<file path="src/rtl/regfile_xfer_ctrl.sv">
// Register-file transfer master: DUMP streams r0..r(NUM_REGS-1) out over
// valid/ready, LOAD writes NUM_REGS streamed words into the RF.
// Optional build macro: REGFILE_XFER_CSUM_EN adds a trailing XOR checksum
// word to both directions and a load_err output.
module regfile_xfer_ctrl #(
  parameter int unsigned DATA_W   = 16,
  parameter int unsigned ADDR_W   = 4,
  parameter int unsigned NUM_REGS = 16
) (
  input  logic              clk,
  input  logic              rst_n,
  input  logic              dump_start,
  input  logic              load_start,
  output logic              busy,
  output logic              done,
  output logic [ADDR_W-1:0] rf_rd_addr,
  input  logic [DATA_W-1:0] rf_rd_data,
  output logic              rf_wr_en,
  output logic [ADDR_W-1:0] rf_wr_addr,
  output logic [DATA_W-1:0] rf_wr_data,
  output logic [DATA_W-1:0] out_data,
  output logic              out_valid,
  input  logic              out_ready,
  input  logic [DATA_W-1:0] in_data,
  input  logic              in_valid,
  output logic              in_ready
`ifdef REGFILE_XFER_CSUM_EN
  ,
  output logic              load_err
`endif
);

  localparam int unsigned     CNT_W    = ADDR_W + 1;
  localparam logic [CNT_W-1:0] CNT_LAST = CNT_W'(NUM_REGS - 1);

  typedef enum logic [2:0] {
    IDLE    = 3'd0,
    DUMP_RD = 3'd1,
    DUMP_TX = 3'd2,
    LOAD    = 3'd3,
    FIN     = 3'd4
`ifdef REGFILE_XFER_CSUM_EN
    ,
    CSUM_TX = 3'd5,
    CSUM_RX = 3'd6
`endif
  } state_t;

  state_t            state, state_nxt;
  logic [CNT_W-1:0]  cnt, cnt_nxt;
  logic              busy_nxt, done_nxt, in_ready_nxt;
  logic [ADDR_W-1:0] rd_addr_nxt, wr_addr_nxt;
  logic              wr_en_nxt, out_valid_nxt;
  logic [DATA_W-1:0] wr_data_nxt, out_data_nxt;
`ifdef REGFILE_XFER_CSUM_EN
  logic [DATA_W-1:0] csum, csum_nxt;
  logic              load_err_nxt;
`endif

  // State and registered outputs; reset aborts any operation immediately
  always_ff @(posedge clk or negedge rst_n) begin
    if (!rst_n) begin
      state      <= IDLE;
      cnt        <= '0;
      busy       <= 1'b0;
      done       <= 1'b0;
      rf_rd_addr <= '0;
      rf_wr_en   <= 1'b0;
      rf_wr_addr <= '0;
      rf_wr_data <= '0;
      out_data   <= '0;
      out_valid  <= 1'b0;
      in_ready   <= 1'b0;
`ifdef REGFILE_XFER_CSUM_EN
      csum       <= '0;
      load_err   <= 1'b0;
`endif
    end else begin
      state      <= state_nxt;
      cnt        <= cnt_nxt;
      busy       <= busy_nxt;
      done       <= done_nxt;
      rf_rd_addr <= rd_addr_nxt;
      rf_wr_en   <= wr_en_nxt;
      rf_wr_addr <= wr_addr_nxt;
      rf_wr_data <= wr_data_nxt;
      out_data   <= out_data_nxt;
      out_valid  <= out_valid_nxt;
      in_ready   <= in_ready_nxt;
`ifdef REGFILE_XFER_CSUM_EN
      csum       <= csum_nxt;
      load_err   <= load_err_nxt;
`endif
    end
  end

  // Next-state and next-output decode
  always_comb begin
    state_nxt     = state;
    cnt_nxt       = cnt;
    wr_en_nxt     = 1'b0;
    wr_addr_nxt   = rf_wr_addr;
    wr_data_nxt   = rf_wr_data;
    out_data_nxt  = out_data;
    out_valid_nxt = out_valid;
`ifdef REGFILE_XFER_CSUM_EN
    csum_nxt      = csum;
    load_err_nxt  = load_err;
`endif
    case (state)
      IDLE: begin
        if (dump_start || load_start) begin
          state_nxt = dump_start ? DUMP_RD : LOAD;
          cnt_nxt   = '0;
`ifdef REGFILE_XFER_CSUM_EN
          csum_nxt     = '0;
          load_err_nxt = 1'b0;
`endif
        end
      end
      DUMP_RD: begin
        out_data_nxt  = rf_rd_data;
        out_valid_nxt = 1'b1;
        state_nxt     = DUMP_TX;
      end
      DUMP_TX: begin
        if (out_valid && out_ready) begin
          out_valid_nxt = 1'b0;
`ifdef REGFILE_XFER_CSUM_EN
          csum_nxt = csum ^ out_data;
`endif
          if (cnt == CNT_LAST) begin
`ifdef REGFILE_XFER_CSUM_EN
            state_nxt = CSUM_TX;
`else
            state_nxt = FIN;
`endif
          end else begin
            cnt_nxt   = cnt + CNT_W'(1);
            state_nxt = DUMP_RD;
          end
        end
      end
      LOAD: begin
        if (in_valid && in_ready) begin
          wr_en_nxt   = 1'b1;
          wr_addr_nxt = cnt[ADDR_W-1:0];
          wr_data_nxt = in_data;
`ifdef REGFILE_XFER_CSUM_EN
          csum_nxt = csum ^ in_data;
`endif
          if (cnt == CNT_LAST) begin
`ifdef REGFILE_XFER_CSUM_EN
            state_nxt = CSUM_RX;
`else
            state_nxt = FIN;
`endif
          end else begin
            cnt_nxt = cnt + CNT_W'(1);
          end
        end
      end
`ifdef REGFILE_XFER_CSUM_EN
      // First cycle presents the checksum, then waits for the handshake
      CSUM_TX: begin
        if (!out_valid) begin
          out_data_nxt  = csum;
          out_valid_nxt = 1'b1;
        end else if (out_ready) begin
          out_valid_nxt = 1'b0;
          state_nxt     = FIN;
        end
      end
      CSUM_RX: begin
        if (in_valid && in_ready) begin
          load_err_nxt = (in_data != csum);
          state_nxt    = FIN;
        end
      end
`endif
      FIN:     state_nxt = IDLE;
      default: state_nxt = IDLE;
    endcase

    busy_nxt    = (state_nxt != IDLE);
    done_nxt    = (state_nxt == FIN);
    rd_addr_nxt = ((state_nxt == DUMP_RD) || (state_nxt == DUMP_TX)) ? cnt_nxt[ADDR_W-1:0] : '0;
`ifdef REGFILE_XFER_CSUM_EN
    in_ready_nxt = (state_nxt == LOAD) || (state_nxt == CSUM_RX);
`else
    in_ready_nxt = (state_nxt == LOAD);
`endif
  end

endmodule

</file>
<file path="config.mk">
export PLATFORM = sky130hd
export DESIGN_NAME = regfile_xfer_ctrl
export DESIGN_NICKNAME = d
export VERILOG_FILES = /design/src/rtl/regfile_xfer_ctrl.sv
export SDC_FILE = /design/constraint.sdc
export NUM_CORES = 1
export LEC_CHECK = 0
export BUFFER_PORTS_ARGS = -buffer_cell sky130_fd_sc_hd__buf_2
export CORE_MARGIN = 5
export CORE_UTILIZATION = 25
export DETAILED_ROUTE_END_ITERATION = 6
export MAX_ROUTING_LAYER = met4
export SYNTH_ARGS = -nofsm -noshare
export SYNTH_HDL_FRONTEND = slang
export SYNTH_SLANG_ARGS = --single-unit
</file>
<file path="constraint.sdc">
create_clock -name clk -period 2.15 [get_ports clk]
set_clock_uncertainty 0.15 [all_clocks]
set_input_delay 0.1075 -clock clk [delete_from_list [all_inputs] [get_ports clk]]
set_output_delay 0.1075 -clock clk [all_outputs]
set_load 0.05 [all_outputs]
</file>
# == After elaboration in Yosys (flattened, before gate mapping) ==
# Index checks and enable logic that the tools add are counted.
# totals
regBits,53
latch_bits,0
ram_bits,0
romBits,0
mem_count,0
# classes
add_sub_neg,1
n_mul,0
div,0
n_lt_le_gt_ge,0
eq_ne,11
shifts,0
n_mux,17
n_bitwise,0
reduce_logical,11
# ops
cell,n
$mux W5,4
$mux W3,5
$pmux W5 S3,1
$eq A3 B2 Y1 const B,4
$pmux W3 S4,1
$eq A3 B1 Y1 const B,2
$ne A2 B2 Y1 const B,3
$reduce_bool A3 Y1,2
$add A5 B1 Y5 const B,1
$eq A5 B4 Y1 const B,1
$mux W4,1
$reduce_and A2 Y1,2
$reduce_and A4 Y1,1
$eq A3 B3 Y1 const B,1
$logic_not A3 Y1,1
$mux W1,3
$logic_and A1 B1 Y1,2
$logic_or A1 B1 Y1,2
$mux W2,1
$pmux W1 S2,1
$reduce_bool A2 Y1,1

# == Logic depth before layout (Yosys ltp) ==
# Gate-level depths: netlist (run 1).
# logic_depth
ltp_word,7
depth_mapped,6

# == Worst setup path before layout (run 1) ==
# No wires, ideal clock.
# synth_timing
path_type,register to register
startpoint,register in_ready
endpoint,register rf_wr_data[0]
setup_ns,0.125
arrival_ns,1.632
required_time_ns,1.875
setup_slack_ns,0.243
stages_incl_launch_ff,5
n_path_buf,1
period_less_slack_ns,1.907
cell_sequence,dfrtp_1 nand3_1 nor2b_4 buf_4 mux2_2
# synth_between
elab_chain_len,2
# synth_lines
item,line,source
from (decl),26,output logic in_ready
from (signal assigned),89,in_ready <= in_ready_nxt;
$logic_and A1 B1 Y1,145,if (in_valid && in_ready) begin
$reduce_and A2 Y1 (no line),-,
to (signal assigned),86,rf_wr_data <= wr_data_nxt;
to (decl),20,"output logic [DATA_W-1:0] rf_wr_data,"
# Every way passes these cells.
# A chain may end at the register's enable or synchronous reset.

# == Final worst setup path (run 1) ==
# layout_timing
startpoint,register cnt[0]
endpoint,register busy
# layout_between
elab_chain_len,5
elab_cells_between_ends,7
classes_between,eq/ne (1); mux (5); reduce/logical (1)
# layout_lines
item,line,source
from (decl),50,"logic [CNT_W-1:0] cnt, cnt_nxt;"
from (signal assigned),80,cnt <= cnt_nxt;
$eq A5 B4 Y1,152,if (cnt == CNT_LAST) begin
$mux W3,152,
$mux W3,145,
$pmux W3 S4,110,case (state)
net state_nxt[1],49,"state_t state, state_nxt;"
$reduce_bool A3 Y1,185,busy_nxt = (state_nxt != IDLE);
net busy_nxt,51,"logic busy_nxt, done_nxt, in_ready_nxt;"
to (signal assigned),81,busy <= busy_nxt;
to (decl),14,"output logic busy,"
# The timed path passes the listed nets, and every way through them passes these cells.

==> results of run 1 <==
## what timing repair did
action                                  4_1_cts  5_1_grt
endpoints found under the setup margin        0        4
resized for setup                             0        1
hold buffers                                 33        0
endpoints found under the hold margin        56        0
## worst min path at each step
stage,end,slack [ps],from
3_5_place_dp,state[0],-2,rst_n
6_report,out_valid,70,out_ready
5_1_grt,out_valid,70,out_ready
4_1_cts,state[1],40,load_start
2_1_floorplan,busy,-340,rst_n
3_3_place_gp,busy,1,rst_n
## routing by layer
layer  global-route usage, %  wire (um)  up-vias
met3                   2.503        287        3
li1                        -          -      768
met4                   2.590         34        0
met2                   16.28       2485       52
met5                       -          0        -
met1                   12.69       2126      771
## worst max-delay path: cells and delay by family (launching register included)
kind,cells,cell delay (ps)
AOI/OAI and AO/OA,2,360
adders and majority gates,1,300
DFF,1,450
and+or+nand+nor,2,600
## cell families after synthesis
kind of cell / after synthesis / synth area share, %
AOI/OAI and AO/OA: 19 / 7.217
xor gates and xnor gates: 1 / 0.4042
adders and majority gates: 1 / 0.5773
buffers and inverters: 6 / 1.790
DFF: 53 / 61.20
muxes: 37 / 19.17
and+or+nand+nor: 30 / 9.642
## cell type report
cell class	instances	area [um^2]	share of cell area, %
flip-flops and latches	53	1326	41.44
clock buffers	5	68.82	2.150
repair buffers	118	788.3	24.63
inverters	2	7.507	0.2346
multi-input cells	88	809.5	25.29
clock inverters	3	65.06	2.033
well taps	108	135.1	4.222
## cell usage in the layout, fill, tap and decap left out, types with 2 or more instances in the layout
cell type / count
buf_2: 82
dfrtp_1: 53
mux2_2: 35
dlygate4sd3_1: 33
clkbuf_8: 5
nand3_1: 4
nor2_1: 4
nor2b_1: 4
nand2_1: 3
o2bb2ai_1: 3
inv_1: 2
nand3b_1: 2
a31oi_1: 2
o21ai_0: 2
nand2b_1: 2
o21a_1: 2
a22oi_1: 2
bufinv_16: 2
buf_12: 2
## per-stage QoR
stage               cells  power, uW  setup slack [ps]  hold slack (ps)  util (%)
global route          377       5461             50.39            74.78     37.25
floorplan             147       3734             242.9           -338.1         -
detailed placement    336       4367             94.26           -2.059     31.76
CTS                   377       5230             60.19            38.85     37.16
finish                377       5167             154.1            67.68     37.25
global placement      336       4317             207.0            1.368     31.76
## power groups by stage
stage	Clock, uW	Sequential, uW	Combinational (uW)
floorplan	0	2910	827
global placement	0	1640	2680
detailed placement	0	1660	2710
CTS	832	1640	2760
global route	862	1690	2910
finish	790	1640	2740
## registers in the layout, summed over array words and instances (netlist names)
name and flops:
busy 1, cnt 5, done 1, in_ready 1
out_data 16, out_valid 1, rf_rd_addr 4, rf_wr_addr 4
rf_wr_data 16, rf_wr_en 1, state 3
==> flow_summary.yaml, run 1 <==
drt:
  postRouteAntennaNets: 0
  avgViaCountPerCell: 4.228
  dr.pass1.iters: 2
  wirelength_mm: 4.933
  drt_iter0_markers: 29
  vias: 1594
  drc: 0
  wl_per_cell_um: 13.08
timing:
  finalSetupTns_ps: 0
  finalSetupViolations: 0
  slew_viol_final: 0
  min_period_ps: 1996
  tightest_slew_ps: 591.9
  rsz0062_at_grt: "no"
  max_freq_mhz: 501.0
  finalCritPeriodShare_pct: 92.83
  hold_viol: 0
  max_slew_margin_pct: 60.54
setup_path:
  cp-startpoint: "cnt[0]"
  slowest_delay_ps: 450
  r2r_end: "busy"
  startpoint_type: "register"
  cp_max_fo: 6
  ff2ff_path_depth: 5
  crit_chain: "ha_1, nand4b_2, o211ai_2, o31ai_2, or3_1"
  crit_arrival_ps: 2030
  crit_type: "register to register"
  end_kind: "register"
  crit_end: "busy"
  cp_slowest_cell: "dfrtp_1"
  r2r_slack_ps: 150
  r2r_start: "cnt[0]"
  crit_required_ps: 2190
pwr:
  p_seq_share_pct: 31.7
  p_sw_uw: 2443
  p_leak_uw: 0.001545
  internal_power_uw: 2724
  comb_power_share_pct: 53.0
  power.share.switching_pct: 47.28
  p_clk_share_pct: 15.3
  power.density_mw_per_mm2: 1614
  peakVddDrop_mv: 0.8545
global_routing:
  gr-total-overflow: 0
  grt_pass1_wl_mm: 8.238
  first_global_vias: 1702
  grt_usage_pct: 10.09
  grt_max_degree: 30
  antenna_found_initial: 0
synthesis:
  seq_area_frac_synth_pct: 61.20
  yosysMostFrequentCell: "dfrtp_1"
  synth.top_cell.area_share_pct: 61.20
  synth_edf_count: 0
  yosys_warnings: 0
  ys_ff_latch: 53
  synth_area_leaders: "dfrtp_1 (61%), mux2_2 (18%), o2bb2ai_1 (1.2%), nor2b_1 (1.2%), nand3_1 (0.92%)"
  synthesis.area_mm2: 0.002167
  ys_types: 40
  avgSynthCellArea_um2: 14.74
  synth_top_area_cell: "dfrtp_1"
  syn_nets: 186
  netlist_instances: 147
  yosys-top-cells-count: "dfrtp_1 (53), mux2_2 (35), nand3_1 (4), nor2_1 (4), nor2b_1 (4)"
  synthFlopType: "dfrtp_1"
  ys_async_sr_fraction_pct: 100.0
clocking:
  h-tree-depth: 2
  clkSlewWorstSetupHoldPaths_ps: 100
  root_buffer: "clkbuf_8"
  cts_tree: "yes"
  cts_buffers: 5
  clock_sinks: 53
  clk-insertion-delay-late_ps: 300
  clk_path_buf_depth: 2
  cts_setup_buffers: 0
job:
  drv_cap: 0
floorplan:
  die_x_um: 103.1
  ios: 83
  rows: 34
  die_h_um: 103.1
  start_util_pct: 25.22
  core_mm2: 0.008593
  die-area_mm2: 0.01063
cells_and_area:
  drive_gt1_share_pct: 52.04
  fin_nets: 307
  fill_cells: 820
  postLayoutCellArea_mm2: 0.003201
  synthToLayoutAreaGrowth_pct: 47.69
  antenna_cells: 0
run_status:
  status: "completed"
hold_path:
  hold_class: "input pin to register"
  whs_path_depth: 5
placement:
  placed_area_mm2: 0.002729
  hpwl_mm: 3.459
  gp_congestion: 0.7593
  numPortBuffers: 82
(Power assumes the default switching activity.)
==> inputs of run 2 (changes only) <==
Clock period 2.15 ns to 1.6 ns, I/O delays scaled along.
==> run 2 against run 1 <==
The flow now finishes with violations (negative setup slack); power up 48%; maximum frequency up 14%; utilization grew 5.7 points; critical path depth is 1 higher; cell count is 9.3% higher; sequential power rose by 36%; setup slack lost 310 ps; sequential cell count stayed put; non-clock buffer count is 35 higher; hold slack improved by 110 ps; highest routed layer unchanged.
==> flow_summary.yaml, run 2 (synthesized netlist as in run 1, its figures left out) <==
timing:
  max_slew_margin_pct: 77.50
  setup_slack_ps: -158.0
  tightest_slew_ps: 337.4
  min_period_ps: 1758
  finalSetupViolations: 36
  max_freq_mhz: 568.8
  finalCritPeriodShare_pct: 109.9
  hold_viol: 0
  slew_viol_final: 0
  rsz0062_at_grt: "yes"
  holdWs_ps: 181.4
cells_and_area:
  fin_nets: 342
  antenna_cells: 0
  fill_cells: 811
  multi_input_area_mm2: 0.001011
  stdcell_count: 412
  synthToLayoutAreaGrowth_pct: 70.27
  reg_top3: "out_data x16, rf_wr_data x16, cnt x5"
  final_common_cell: "buf_2"
  drive_gt1_share_pct: 61.18
  register_area_mm2: 0.001331
  final_util_pct: 42.94
  final_cell_mix: "buf_2 (82), dfrtp_1 (49), mux2_4 (36)"
placement:
  gp_congestion: 0.8693
  hpwl_mm: 3.649
  post-place-ws_ps: -135.7
  dp.cells: 355
  numPortBuffers: 82
clocking:
  cts_tree: "yes"
  cts_buffers: 5
  clkSlewWorstSetupHoldPaths_ps: 100
  clk_path_buf_depth: 2
  clock_sinks: 53
  root_buffer: "clkbuf_8"
  clk-insertion-delay-late_ps: 300
  h-tree-depth: 2
drt:
  postRouteAntennaNets: 0
  wl_per_cell_um: 14.48
  dr.pass1.iters: 4
  drc: 0
  wirelength_mm: 5.964
  drt_iter0_markers: 19
  vias: 1752
  avgViaCountPerCell: 4.252
global_routing:
  antenna_found_initial: 0
  grt_max_degree: 28
  grt_pass1_wl_mm: 8.928
  gr-total-overflow: 0
  grt_usage_pct: 11.07
  first_global_vias: 1888
setup_path:
  crit_type: "register to register"
  crit_required_ps: 1640
  crit_arrival_ps: 1800
  end_kind: "register"
  startpoint_type: "register"
  cp_max_fo: 5
run_status:
  status: "finished with violations"
  violations: "negative setup slack"
floorplan:
  die-area_mm2: 0.01063
  rows: 34
  start_util_pct: 25.22
  core_mm2: 0.008593
  die_h_um: 103.1
  die_x_um: 103.1
  ios: 83
pwr:
  p_leak_uw: 0.001842
  power.density_mw_per_mm2: 2072
  peakVddDrop_mv: 1.033
  p_total_uw: 7646
job:
  drv_cap: 0
hold_path:
  hold_class: "input pin to register"
==> run 2: area by class of cell <==
cell class,count,area share [%]
Tap cell,108,3.662
Inverter,2,0.2035
Timing Repair Buffer,153,30.32
Multi-Input combinational cell,88,27.40
Sequential cell,53,36.08
Clock buffer,5,1.865
Clock inverter,3,0.4747
==> run 2: path summary, 6_finish.rpt <==
path                                    start            end  slack (ps)  depth (start not counted)
worst max register to register       state[1]           busy        -160                          6
worst max-delay path                 state[1]           busy        -160                          6
worst min register to register  rf_wr_data[0]  rf_wr_data[0]         360                          1
min in group asynchronous               rst_n      out_valid         190                          3
worst min-delay path                out_ready      out_valid         180                          6
max in group asynchronous               rst_n       state[1]         510                          3
==> run 2: critical path, cell delays in order (launching register included) <==
cell	delay (ps)
dfrtp_2	450
and2b_4	180
nor2b_4	130
buf_12	140
a21oi_4	180
nor2_2	60
or3_1	360
==> run 2: what timing repair did <==
action | CTS | global route
pin swaps | 7 | 4
cloned | 1 | 4
endpoints found under the hold margin | 85 | 0
hold buffers | 34 | 0
resized for setup | 26 | 30
setup endpoints to repair | 44 | 46
buffers inserted | 7 | 6
==> run 2: routing by layer <==
| metal | up-vias | part of all wire (%) | track usage (%) |
|---|---|---|---|
| met5 | - | 0 | - |
| met4 | 0 | 0.18 | 2.689 |
| met3 | 2 | 4.5 | 2.436 |
| met2 | 54 | 51 | 18.70 |
| met1 | 860 | 45 | 13.48 |
| li1 | 836 | - | - |
==> run 2: report_power, final <==
part	internal (uW)	switching, uW
registers	1890	336
logic	1890	2780
clock network	303	439
total	4090	3560
==> run 2: metrics by stage <==
step           instance area, um^2  setup TNS (ps)
2_1_floorplan                 2218           -2081
3_3_place_gp                  2909           -1612
3_5_place_dp                  2909           -1897
4_1_cts                       3515           -2392
5_1_grt                       3690           -4364
6_report                      3690           -2220
